[src/rtl/mux_scan_ctrl.sv]
// mux_scan_ctrl: sweeps the select of an attached N-input mux through a run
// of consecutive indices (with wrap-around) and streams each selected word
// out through a registered valid/ready stage.
module mux_scan_ctrl #(
    parameter int N     = 16,
    parameter int SW    = 6,
    parameter int DEPTH = 40
) (
    input  logic          clk,
    input  logic          rst,
    input  logic          start,
    input  logic [SW-1:0] first,
    input  logic [SW:0]   count,
    output logic [SW-1:0] slc,
    input  logic [N-1:0]  mux_out,
    output logic [N-1:0]  out_data,
    output logic          out_valid,
    output logic          out_last,
    input  logic          out_ready,
    output logic          busy,
    output logic          done
);

    typedef enum logic [1:0] {
        IDLE,
        RUN,
        DRAIN
    } state_t;

    // Depth constants are kept one bit wider than the select so that a fully
    // populated mux (DEPTH = 2^SW) still compares correctly.
    localparam logic [SW:0] DEPTH_W  = (SW+1)'(DEPTH);
    localparam logic [SW:0] LAST_IDX = (SW+1)'(DEPTH - 1);
    localparam logic [SW:0] ONE_W    = (SW+1)'(1);

    state_t        state_q;
    logic [SW-1:0] slc_q;
    logic [SW:0]   remaining_q;
    logic [N-1:0]  outData_q;
    logic          outValid_q;
    logic          outLast_q;
    logic          busy_q;
    logic          done_q;

    logic [SW:0]   countClamped_d;
    logic [SW-1:0] firstClamped_d;
    logic [SW-1:0] slcNext_d;
    logic          accept_d;
    logic          load_d;

    // Command clamping, select wrap and handshake decode for the state machine.
    always_comb begin
        countClamped_d = (count > DEPTH_W) ? DEPTH_W : count;
        firstClamped_d = ({1'b0, first} >= DEPTH_W) ? '0 : first;
        slcNext_d      = ({1'b0, slc_q} == LAST_IDX) ? '0 : slc_q + 1'b1;
        accept_d       = outValid_q & out_ready;
        load_d         = (state_q == RUN) && (remaining_q != '0) && (!outValid_q || out_ready);
    end

    // Sequencer: accepts a run in IDLE, loads one word per handshake slot in
    // RUN, then waits in DRAIN for the final word to be taken.
    always_ff @(posedge clk) begin
        if (rst) begin
            state_q     <= IDLE;
            slc_q       <= '0;
            remaining_q <= '0;
            outData_q   <= '0;
            outValid_q  <= 1'b0;
            outLast_q   <= 1'b0;
            busy_q      <= 1'b0;
            done_q      <= 1'b0;
        end else begin
            done_q <= 1'b0;
            case (state_q)
                IDLE: begin
                    if (start && !done_q) begin
                        remaining_q <= countClamped_d;
                        slc_q       <= firstClamped_d;
                        if (countClamped_d != '0) begin
                            state_q <= RUN;
                            busy_q  <= 1'b1;
                        end else begin
                            done_q <= 1'b1;
                        end
                    end
                end
                RUN: begin
                    if (load_d) begin
                        outData_q   <= mux_out;
                        outValid_q  <= 1'b1;
                        outLast_q   <= (remaining_q == ONE_W);
                        slc_q       <= slcNext_d;
                        remaining_q <= remaining_q - ONE_W;
                        if (remaining_q == ONE_W) begin
                            state_q <= DRAIN;
                        end
                    end else if (accept_d) begin
                        outValid_q <= 1'b0;
                    end
                end
                DRAIN: begin
                    if (accept_d) begin
                        outValid_q <= 1'b0;
                        outLast_q  <= 1'b0;
                        busy_q     <= 1'b0;
                        done_q     <= 1'b1;
                        state_q    <= IDLE;
                    end
                end
                default: begin
                    state_q <= IDLE;
                end
            endcase
        end
    end

    assign slc       = slc_q;
    assign out_data  = outData_q;
    assign out_valid = outValid_q;
    assign out_last  = outLast_q;
    assign busy      = busy_q;
    assign done      = done_q;

endmodule

[config.mk]
export PLATFORM = sky130hd
export DESIGN_NAME = mux_scan_ctrl
export DESIGN_NICKNAME = d
export VERILOG_FILES = /design/src/rtl/mux_scan_ctrl.sv
export SDC_FILE = /design/constraint.sdc
export NUM_CORES = 1
export LEC_CHECK = 0
export CAP_MARGIN = 10
export CORE_ASPECT_RATIO = 0.7
export CORE_MARGIN = 1.5
export CORE_UTILIZATION = 40
export CTS_CLUSTER_DIAMETER = 30
export CTS_CLUSTER_SIZE = 8
export DETAILED_ROUTE_END_ITERATION = 12
export GPL_ROUTABILITY_DRIVEN = 0
export PLACE_DENSITY = 0.7
export SKIP_LAST_GASP = 1
export SYNTH_ARGS = -nofsm -noshare
export SYNTH_HDL_FRONTEND = slang
export SYNTH_SLANG_ARGS = --single-unit
export TNS_END_PERCENT = 10
[constraint.sdc]
create_clock -name clk -period 5.58 [get_ports clk]
set_input_delay 0.837 -clock clk [delete_from_list [all_inputs] [get_ports clk]]
set_output_delay 0.837 -clock clk [all_outputs]
set_load 0.01 [all_outputs]
==> flow_metrics.env, run 1 <==
export IMPL_worstPathRequired_ns=5.76
export IMPL_hold_violations=0
export IMPL_relSlewSlack_pct=49.9
export IMPL_cp_max_fo=9
export IMPL_fin_area_um2=2610
export IMPL_grt_max_degree=37
export IMPL_max_slew_worst_pin_slew_ns=0.744
export IMPL_die_h_um=61.1
export IMPL_synth_common_cells="dfxtp_1, nor2_1, mux2i_1, a21oi_1, nand2_1"
export IMPL_r2r_start="state_q[1]"
export IMPL_synth_distinct_cells=54
export IMPL_start_util_pct=43.0
export IMPL_cap_viol_max_count=0
export IMPL_rows=20
export IMPL_grt_overflow_total=0
export IMPL_synth_net_count=254
export IMPL_top_layer="met4"
export IMPL_p_seq_share_pct=29.4
export IMPL_hold_start="out_data[10]"
export IMPL_syn2layout_area_growth_pct=35.4
export IMPL_synth_ff_type="dfxtp_1"
export IMPL_ctsResizeCount=0
export IMPL_cts_sink_count=35
export IMPL_critPathLaunchType="input port"
export IMPL_cts_tree="done"
export IMPL_power_density_nw_per_um2=521
export IMPL_rrSetupSlack_ns=3.11
export IMPL_grt_use_total_pct=20.9
export IMPL_vias_per_cell=5.77
export IMPL_drt_total_wl_um=5210
export IMPL_dr_pass1_iters=5
export IMPL_endpoint_kind="flop"
export IMPL_critical_path_cell_chain="clkdlybuf4s50_1 -> a2bb2oi_1 -> nand2_1 -> o32ai_1"
export IMPL_wl_met1_um=2550
export IMPL_postCtsHoldBufs=0
export IMPL_ir_drop_mv=0.222
export IMPL_post_synth_top_count_cell="dfxtp_1"
export IMPL_fin_nets=310
export IMPL_num_antenna_cells=0
export IMPL_syn_area_per_cell_um2=9.01
export IMPL_path_delay_family="compound AO/OA/AOI/OAI gates"
export IMPL_rsz0062_at_grt="no"
export IMPL_die_w_um=86.0
export IMPL_route_met3_wl_um=489
export IMPL_skew_ns=0.00660
export IMPL_vias=1880
export IMPL_drv_slew=0
export IMPL_synth_area_leaders="dfxtp_1, mux2i_1, nor2_1, ha_1, a21oi_1"
export IMPL_routed_wl_met2_um=2140
export IMPL_ys_ff_latch=35
export IMPL_p_sw_mw=0.595
export IMPL_cts_clk_slew_worst_paths_ns=0.07
export IMPL_hold_end="out_data[10]"
export IMPL_combPwrFrac_pct=57.8
export IMPL_placed_cell_area_um2=2530
export IMPL_fp_coreArea_um2=4480
export IMPL_dp_hpwl_um=3790
export IMPL_grt_pass1_vias=1646
export IMPL_finalSetupViolCount=0
export IMPL_switching_share_pct=43.7
export IMPL_pwr_share_clk_pct=12.7
export IMPL_netlist_instances=214
export IMPL_die_area_um2=5250
export IMPL_numPortBuffers=58
export IMPL_htreeDepth=2
export IMPL_ios=59
export IMPL_critPathKind="input port to flop"
export IMPL_outcome="completed"
export IMPL_setup_tns_ns=0
export IMPL_synthesis_area_um2=1930
export IMPL_ctsLongestPathBuffers=2
export IMPL_leakagePower_nw=1.04
export IMPL_synth_edff_count=0
export IMPL_cts_setup_buffers=0
export IMPL_crit_slowest_cell="a2bb2oi_1"
export IMPL_synthArstFlopShare_pct=0
export IMPL_setup_ws_ns=3.03
export IMPL_p_int_mw=0.765
export IMPL_fin_crit_ns=2.55
export IMPL_cp_arrival_ns=2.73
export IMPL_netlist_area_leader_share_pct=36.3
export IMPL_drtAntennaViolNets=0
export IMPL_holdPathStages=2
export IMPL_yosysTopAreaCell="dfxtp_1"
export IMPL_fin_crit_sh_pct=45.7
export IMPL_drc_errors=0
export IMPL_path_buf_inv=1
export IMPL_ys_seq_area_share_pct=36.3
export IMPL_drt_iter0_drc=230
export IMPL_layout_drive_gt1_share_pct=5.54
export IMPL_cts_buffers=5
export IMPL_hp_class="flop to flop"
export IMPL_insertion_delay_ns=0.28
export IMPL_root_buffer="clkbuf_8"
export IMPL_grt_pass1_wl_um=8330
export IMPL_yosysWarnings=0
export IMPL_fmax_mhz=392
export IMPL_antenna_found_initial=0
export IMPL_post_place_ws_ns=2.78
export IMPL_critPathMaxStageDelay_ns=0.66
export IMPL_r2r_cells=7
export IMPL_wire_per_inst_um=16.0
export IMPL_r2r_end="slc[5]"
## worst reg2reg max path, delay by kind of cell, from the launching register on
kind | cells | cell delay, ns
fa+ha+maj | 1 | 0.32
simple gates | 2 | 0.38
buf+inv | 2 | 0.43
compound gates | 2 | 0.94
flops | 1 | 0.31
## cells by family (layout without fill, tap and decap cells)
| family | count (synthesis) | count (layout) | share of synthesized area (%) |
|---|---|---|---|
| simple gates | 68 | 68 | 17.6 |
| compound gates | 65 | 65 | 26.3 |
| flops | 35 | 35 | 36.3 |
| buf+inv | 19 | 76 | 4.93 |
| mux | 18 | 18 | 9.34 |
| fa+ha+maj | 7 | 7 | 4.54 |
| xor+xnor | 2 | 2 | 0.909 |
## power by group through the flow
stage | registers [mW] | clock network, mW | logic, mW
final | 0.400 | 0.173 | 0.787
after global routing | 0.413 | 0.195 | 0.851
after CTS | 0.399 | 0.181 | 0.778
after detailed placement | 0.405 | 0 | 0.771
after global placement | 0.403 | 0 | 0.775
after floorplan | 0.412 | 0 | 0.545
## worst max-delay path by stage
| stage | start | end | slack, ns | cells past startpoint |
|---|---|---|---|---|
| floorplan | out_ready | remaining_q[5] | 3.52 | 4 |
| global placement | count[4] | state_q[1] | 2.85 | 5 |
| detailed placement | out_ready | slc[5] | 2.78 | 4 |
| CTS | out_ready | slc[5] | 3.06 | 4 |
| global route | state_q[1] | slc[2] | 2.92 | 7 |
| finish | out_ready | slc[5] | 3.03 | 4 |
## per-stage QoR
| stage | instances | utilization (%) | hold WS, ns | power [mW] |
|---|---|---|---|---|
| CTS | 326 | 58.3 | 0.498 | 1.36 |
| floorplan | 214 | - | 0.462 | 0.957 |
| finish | 326 | 58.3 | 0.492 | 1.36 |
| global route | 326 | 58.3 | 0.524 | 1.46 |
| detailed placement | 318 | 56.4 | 0.486 | 1.18 |
| global placement | 318 | 56.4 | 0.473 | 1.18 |
## layout by cell type (no fill, tap or decap), types with 3 or more instances in the layout
| master | Yosys | final |
|---|---|---|
| clkinv_2 | 0 | 3 |
| nand3_1 | 9 | 9 |
| a22oi_1 | 4 | 4 |
| nor4_1 | 3 | 3 |
| ha_1 | 7 | 7 |
| dfxtp_1 | 35 | 35 |
| o211ai_1 | 3 | 3 |
| a211oi_1 | 7 | 7 |
| a21oi_1 | 15 | 15 |
| clkbuf_8 | 0 | 5 |
| o32ai_1 | 4 | 4 |
| mux2i_1 | 18 | 18 |
| clkdlybuf4s50_1 | 0 | 58 |
| nor2b_1 | 3 | 3 |
| nand2b_1 | 6 | 6 |
| inv_1 | 8 | 8 |
| nand2_1 | 11 | 11 |
| nor2_1 | 25 | 25 |
| o21ai_0 | 3 | 3 |
## final cells by class
cell class | count | area [µm²]
multi-input cells | 160 | 1130
clock buffers | 5 | 68.8
repair buffers | 60 | 596
clock inverters | 3 | 15.0
well taps | 55 | 68.8
inverters | 8 | 30.0
fillers | 392 | 1870
flip-flops and latches | 35 | 701
## layer usage
layer,global-route usage (%),vias to the layer above
li1,-,919
met5,0,-
met1,32.4,862
met2,28.5,95
met3,6.03,4
met4,4.38,0
## state kept, by name (all words and copies together), names as in the netlist
register	count
done	1
out_data	16
state_q	2
out_valid	1
remaining_q	7
slc	6
busy	1
out_last	1
(Power assumes the default switching activity.)
==> run 2: changes to the inputs <==
clock period = 2.4 ns   (was 5.58 ns; I/O delays follow)
==> run 2 against run 1 <==
Effect of this change: final cell count increased by 1.8%; design area increased by 2.2%; utilization increased by 1.3 points; sequential power increased by 130%; flip-flop and latch count unchanged; sequential share of layout area decreased by 0.57 points; clock power increased by 150%; critical path depth increased by 2; critical path type is now flop to flop; largest power group unchanged; total power increased by 140%; worst setup slack got worse by 2.8 ns.
==> flow_metrics.env, run 2 (synthesis results as in run 1) <==
export IMPL_p_sw_mw=1.40
export IMPL_cts_clk_slew_worst_paths_ns=0.06
export IMPL_drtAntennaViolNets=0
export IMPL_insertion_delay_ns=0.28
export IMPL_fin_area_um2=2670
export IMPL_numPortBuffers=58
export IMPL_switching_share_pct=42.8
export IMPL_finish_utilization_pct=59.6
export IMPL_p_seq_share_pct=28.2
export IMPL_num_antenna_cells=0
export IMPL_start_util_pct=43.0
export IMPL_worstPathRequired_ns=2.57
export IMPL_hp_class="flop to flop"
export IMPL_p_int_mw=1.88
export IMPL_dp_cells=325
export IMPL_cp_arrival_ns=2.31
export IMPL_hold_violations=0
export IMPL_drt_iter0_drc=137
export IMPL_grt_max_degree=28
export IMPL_die_area_um2=5250
export IMPL_ir_drop_mv=0.560
export IMPL_critPathLaunchType="flop"
export IMPL_skew_ns=0.00903
export IMPL_final_common_cell="clkdlybuf4s50_1"
export IMPL_combPwrFrac_pct=58.8
export IMPL_layout_common_cells="clkdlybuf4s50_1, dfxtp_1, nor2_1"
export IMPL_grt_pass1_wl_um=8470
export IMPL_grt_use_total_pct=21.2
export IMPL_ctsResizeCount=0
export IMPL_fin_crit_ns=2.14
export IMPL_fmax_mhz=468
export IMPL_r2r_cells=6
export IMPL_drt_total_wl_um=5390
export IMPL_largest_reg_flops=16
export IMPL_relSlewSlack_pct=50.4
export IMPL_setup_worst_path_end="state_q[1]"
export IMPL_die_h_um=61.1
export IMPL_dr_pass1_iters=4
export IMPL_cts_sink_count=35
export IMPL_ios=59
export IMPL_fin_cells=332
export IMPL_wire_per_inst_um=16.2
export IMPL_root_buffer="clkbuf_8"
export IMPL_placed_cell_area_um2=2580
export IMPL_endpoint_kind="flop"
export IMPL_antenna_found_initial=0
export IMPL_ctsLongestPathBuffers=2
export IMPL_dp_hpwl_um=4010
export IMPL_layout_drive_gt1_share_pct=7.58
export IMPL_fin_nets=317
export IMPL_outcome="completed"
export IMPL_die_w_um=86.0
export IMPL_r2r_start="state_q[0]"
export IMPL_power_density_nw_per_um2=1230
export IMPL_leakagePower_nw=1.08
export IMPL_fp_coreArea_um2=4480
export IMPL_rows=20
export IMPL_grt_pass1_vias=1654
export IMPL_drc_errors=0
export IMPL_power_total_mw=3.28
export IMPL_vias_per_cell=5.63
export IMPL_pwr_share_clk_pct=13.0
export IMPL_postCtsHoldBufs=0
export IMPL_drv_slew=0
export IMPL_rrSetupSlack_ns=0.26
export IMPL_finalSetupViolCount=0
export IMPL_rsz0062_at_grt="no"
export IMPL_fin_crit_sh_pct=89.0
export IMPL_cp_max_fo=8
export IMPL_cts_tree="done"
export IMPL_cap_viol_max_count=0
export IMPL_syn2layout_area_growth_pct=38.4
export IMPL_max_slew_worst_pin_slew_ns=0.740
export IMPL_cts_setup_buffers=0
export IMPL_critPathKind="flop to flop"
export IMPL_vias=1868
export IMPL_cts_buffers=5
export IMPL_setup_tns_ns=0
export IMPL_crit_path_start="state_q[0]"
export IMPL_grt_overflow_total=0
export IMPL_r2r_end="state_q[1]"
export IMPL_htreeDepth=2
==> run 2: changes by cell type in the layout (fill, tap and decap cells not counted), sizes merged <==
cell    delta
buf        +7
clkbuf     +1
clkinv     -2
==> run 2: worst min path at each step <==
stage | start | endpoint | slack [ns] | depth (start not counted)
6_report | out_data[11] | out_data[11] | 0.50 | 2
4_1_cts | out_data[2] | out_data[2] | 0.50 | 2
3_3_place_gp | out_data[1] | out_data[1] | 0.47 | 2
3_5_place_dp | out_data[8] | out_data[8] | 0.49 | 2
2_1_floorplan | remaining_q[6] | remaining_q[6] | 0.46 | 2
5_1_grt | out_data[8] | out_data[8] | 0.53 | 2
==> run 2: through the flow <==
stage,hold WS [ns],worst slack (ns)
detailed placement,0.486,0.225
global route,0.525,0.150
CTS,0.503,0.294
floorplan,0.462,0.546
global placement,0.473,0.260
finish,0.497,0.265
==> run 2: per-layer routing <==
| layer | part of all wire (%) | track usage [%] |
|---|---|---|
| met2 | 39 | 28.3 |
| met1 | 52 | 31.7 |
| met5 | 0 | 0 |
| met3 | 8.3 | 7.24 |
| met4 | 1.2 | 6.45 |
==> run 2: power by group through the flow <==
stage / sequential [mW] / clock, mW / combinational [mW]
6_report: 0.924 / 0.428 / 1.93
5_1_grt: 0.949 / 0.466 / 2.10
4_1_cts: 0.922 / 0.442 / 1.92
3_5_place_dp: 0.934 / 0 / 1.90
3_3_place_gp: 0.930 / 0 / 1.89
2_1_floorplan: 0.957 / 0 / 1.27
==> run 2: worst max-delay path, cell delays in order, from the launching register on <==
cell and delay, ns:
dfxtp_1 0.34, inv_1 0.09, ha_1 0.31, nor4b_1 0.20
a222oi_1 0.67, a211oi_1 0.17, a41o_1 0.24
==> run 2: area by class of cell <==
class,instances,area (µm²)
tap,55,68.8
multi-input combinational,160,1130
clock inverter,1,5.00
sequential,35,701
timing repair buffer,67,648
clock buffer,6,82.6
fill,418,1810
inverter,8,30.0
==> run 3: changes to the inputs <==
clock period = 2.5 ns   (was 2.4 ns; I/O delays follow)
==> run 3 against run 2 <==
Effect of this change: combinational power decreased by 6%; worst setup slack gained 0.11 ns; global-route usage down 1.2 points; flip-flop and latch count unchanged; first-iteration DRC count is 16% higher; sequential power fell by 3.7%; critical path depth is the same; clock-buffer cell count did not move; non-clock buffer count fell by 2; clock skew fell by 0.0044 ns; hold slack about the same; design area decreased by 0.56%; largest cell class unchanged; largest power group unchanged; highest routed layer unchanged.
==> flow_metrics.env, run 3 (synthesis results as in run 1) <==
export IMPL_leakagePower_nw=1.06
export IMPL_p_seq_share_pct=28.5
export IMPL_die_h_um=61.1
export IMPL_cts_clk_slew_worst_paths_ns=0.07
export IMPL_ir_drop_mv=0.554
export IMPL_drtAntennaViolNets=0
export IMPL_cts_buffers=5
export IMPL_layout_drive_gt1_share_pct=6.91
export IMPL_layout_common_cells="clkdlybuf4s50_1, dfxtp_1, nor2_1"
export IMPL_p_sw_mw=1.34
export IMPL_relSlewSlack_pct=50.9
export IMPL_placed_cell_area_um2=2560
export IMPL_cts_setup_buffers=0
export IMPL_setup_tns_ns=0
export IMPL_num_antenna_cells=0
export IMPL_critPathKind="flop to flop"
export IMPL_root_buffer="clkbuf_8"
export IMPL_grt_pass1_vias=1548
export IMPL_fin_area_um2=2650
export IMPL_die_w_um=86.0
export IMPL_drc_errors=0
export IMPL_max_slew_worst_pin_slew_ns=0.730
export IMPL_cp_max_fo=8
export IMPL_fmax_mhz=471
export IMPL_worstPathRequired_ns=2.69
export IMPL_largest_reg_flops=16
export IMPL_rows=20
export IMPL_syn2layout_area_growth_pct=37.6
export IMPL_switching_share_pct=43.0
export IMPL_outcome="completed"
export IMPL_drt_iter0_drc=159
export IMPL_insertion_delay_ns=0.28
export IMPL_p_int_mw=1.78
export IMPL_postCtsHoldBufs=0
export IMPL_die_area_um2=5250
export IMPL_ios=59
export IMPL_wire_per_inst_um=15.9
export IMPL_ctsResizeCount=0
export IMPL_cp_arrival_ns=2.31
export IMPL_critPathLaunchType="flop"
export IMPL_grt_use_total_pct=20.0
export IMPL_dr_pass1_iters=4
export IMPL_finalSetupViolCount=0
export IMPL_dp_hpwl_um=3880
export IMPL_fin_nets=315
export IMPL_cap_viol_max_count=0
export IMPL_htreeDepth=2
export IMPL_grt_max_degree=23
export IMPL_hold_violations=0
export IMPL_numPortBuffers=58
export IMPL_vias_per_cell=5.66
export IMPL_ctsLongestPathBuffers=2
export IMPL_rsz0062_at_grt="no"
export IMPL_vias=1869
export IMPL_pwr_share_clk_pct=13.2
export IMPL_fin_crit_ns=2.12
export IMPL_fin_crit_sh_pct=84.9
export IMPL_drt_total_wl_um=5240
export IMPL_skew_ns=0.00463
export IMPL_hp_class="flop to flop"
export IMPL_endpoint_kind="flop"
export IMPL_final_common_cell="clkdlybuf4s50_1"
export IMPL_grt_overflow_total=0
export IMPL_grt_pass1_wl_um=8020
export IMPL_start_util_pct=43.0
export IMPL_cts_tree="done"
export IMPL_drv_slew=0
export IMPL_power_density_nw_per_um2=1170
export IMPL_antenna_found_initial=0
export IMPL_cts_sink_count=35
export IMPL_combPwrFrac_pct=58.2
export IMPL_fp_coreArea_um2=4480
==> run 3: final timing paths <==
kind                 from           end  slack [ns]  depth (start not counted)
max            state_q[0]          busy        0.38                          6
min          out_data[11]  out_data[11]        0.50                          2
max reg2reg    state_q[0]          busy        0.38                          6
min reg2reg  out_data[11]  out_data[11]        0.50                          2
==> run 3: power by group through the flow <==
| stage | Clock [mW] | Sequential [mW] | Combinational [mW] |
|---|---|---|---|
| floorplan | 0 | 0.919 | 1.22 |
| global placement | 0 | 0.893 | 1.78 |
| detailed placement | 0 | 0.896 | 1.78 |
| CTS | 0.421 | 0.885 | 1.80 |
| global route | 0.443 | 0.913 | 1.97 |
| finish | 0.412 | 0.890 | 1.81 |
==> run 3: final cells by class <==
class                           instances  area, µm²
Clock buffer                            6       82.6
Clock inverter                          1       5.00
Fill cell                             418       1830
Inverter                                8       30.0
Multi-Input combinational cell        160       1130
Sequential cell                        35        701
Tap cell                               55       68.8
Timing Repair Buffer                   65        633
==> run 3: worst max-delay path, stage by stage (launching register included) <==
cell and delay [ns]:
dfxtp_1 0.34, inv_1 0.08, ha_1 0.31, nor4b_1 0.21
a222oi_1 0.67, a21oi_1 0.16, a211oi_1 0.26
==> run 3: metrics by stage <==
stage	utilization, %	worst slack, ns	cells	power [mW]	hold WS [ns]
floorplan	-	0.646	214	2.14	0.462
global placement	57.3	0.233	323	2.67	0.473
detailed placement	57.3	0.238	323	2.68	0.487
CTS	59.2	0.442	330	3.11	0.503
global route	59.2	0.226	330	3.32	0.529
finish	59.2	0.378	330	3.12	0.497
==> run 3: routing by layer <==
layer	GRT usage, %	part of all wire (%)	vias to the layer above
li1	-	-	931
met1	33.2	54	874
met2	25.2	39	60
met3	4.69	6.5	4
met4	4.15	0.69	0
met5	0	0	-
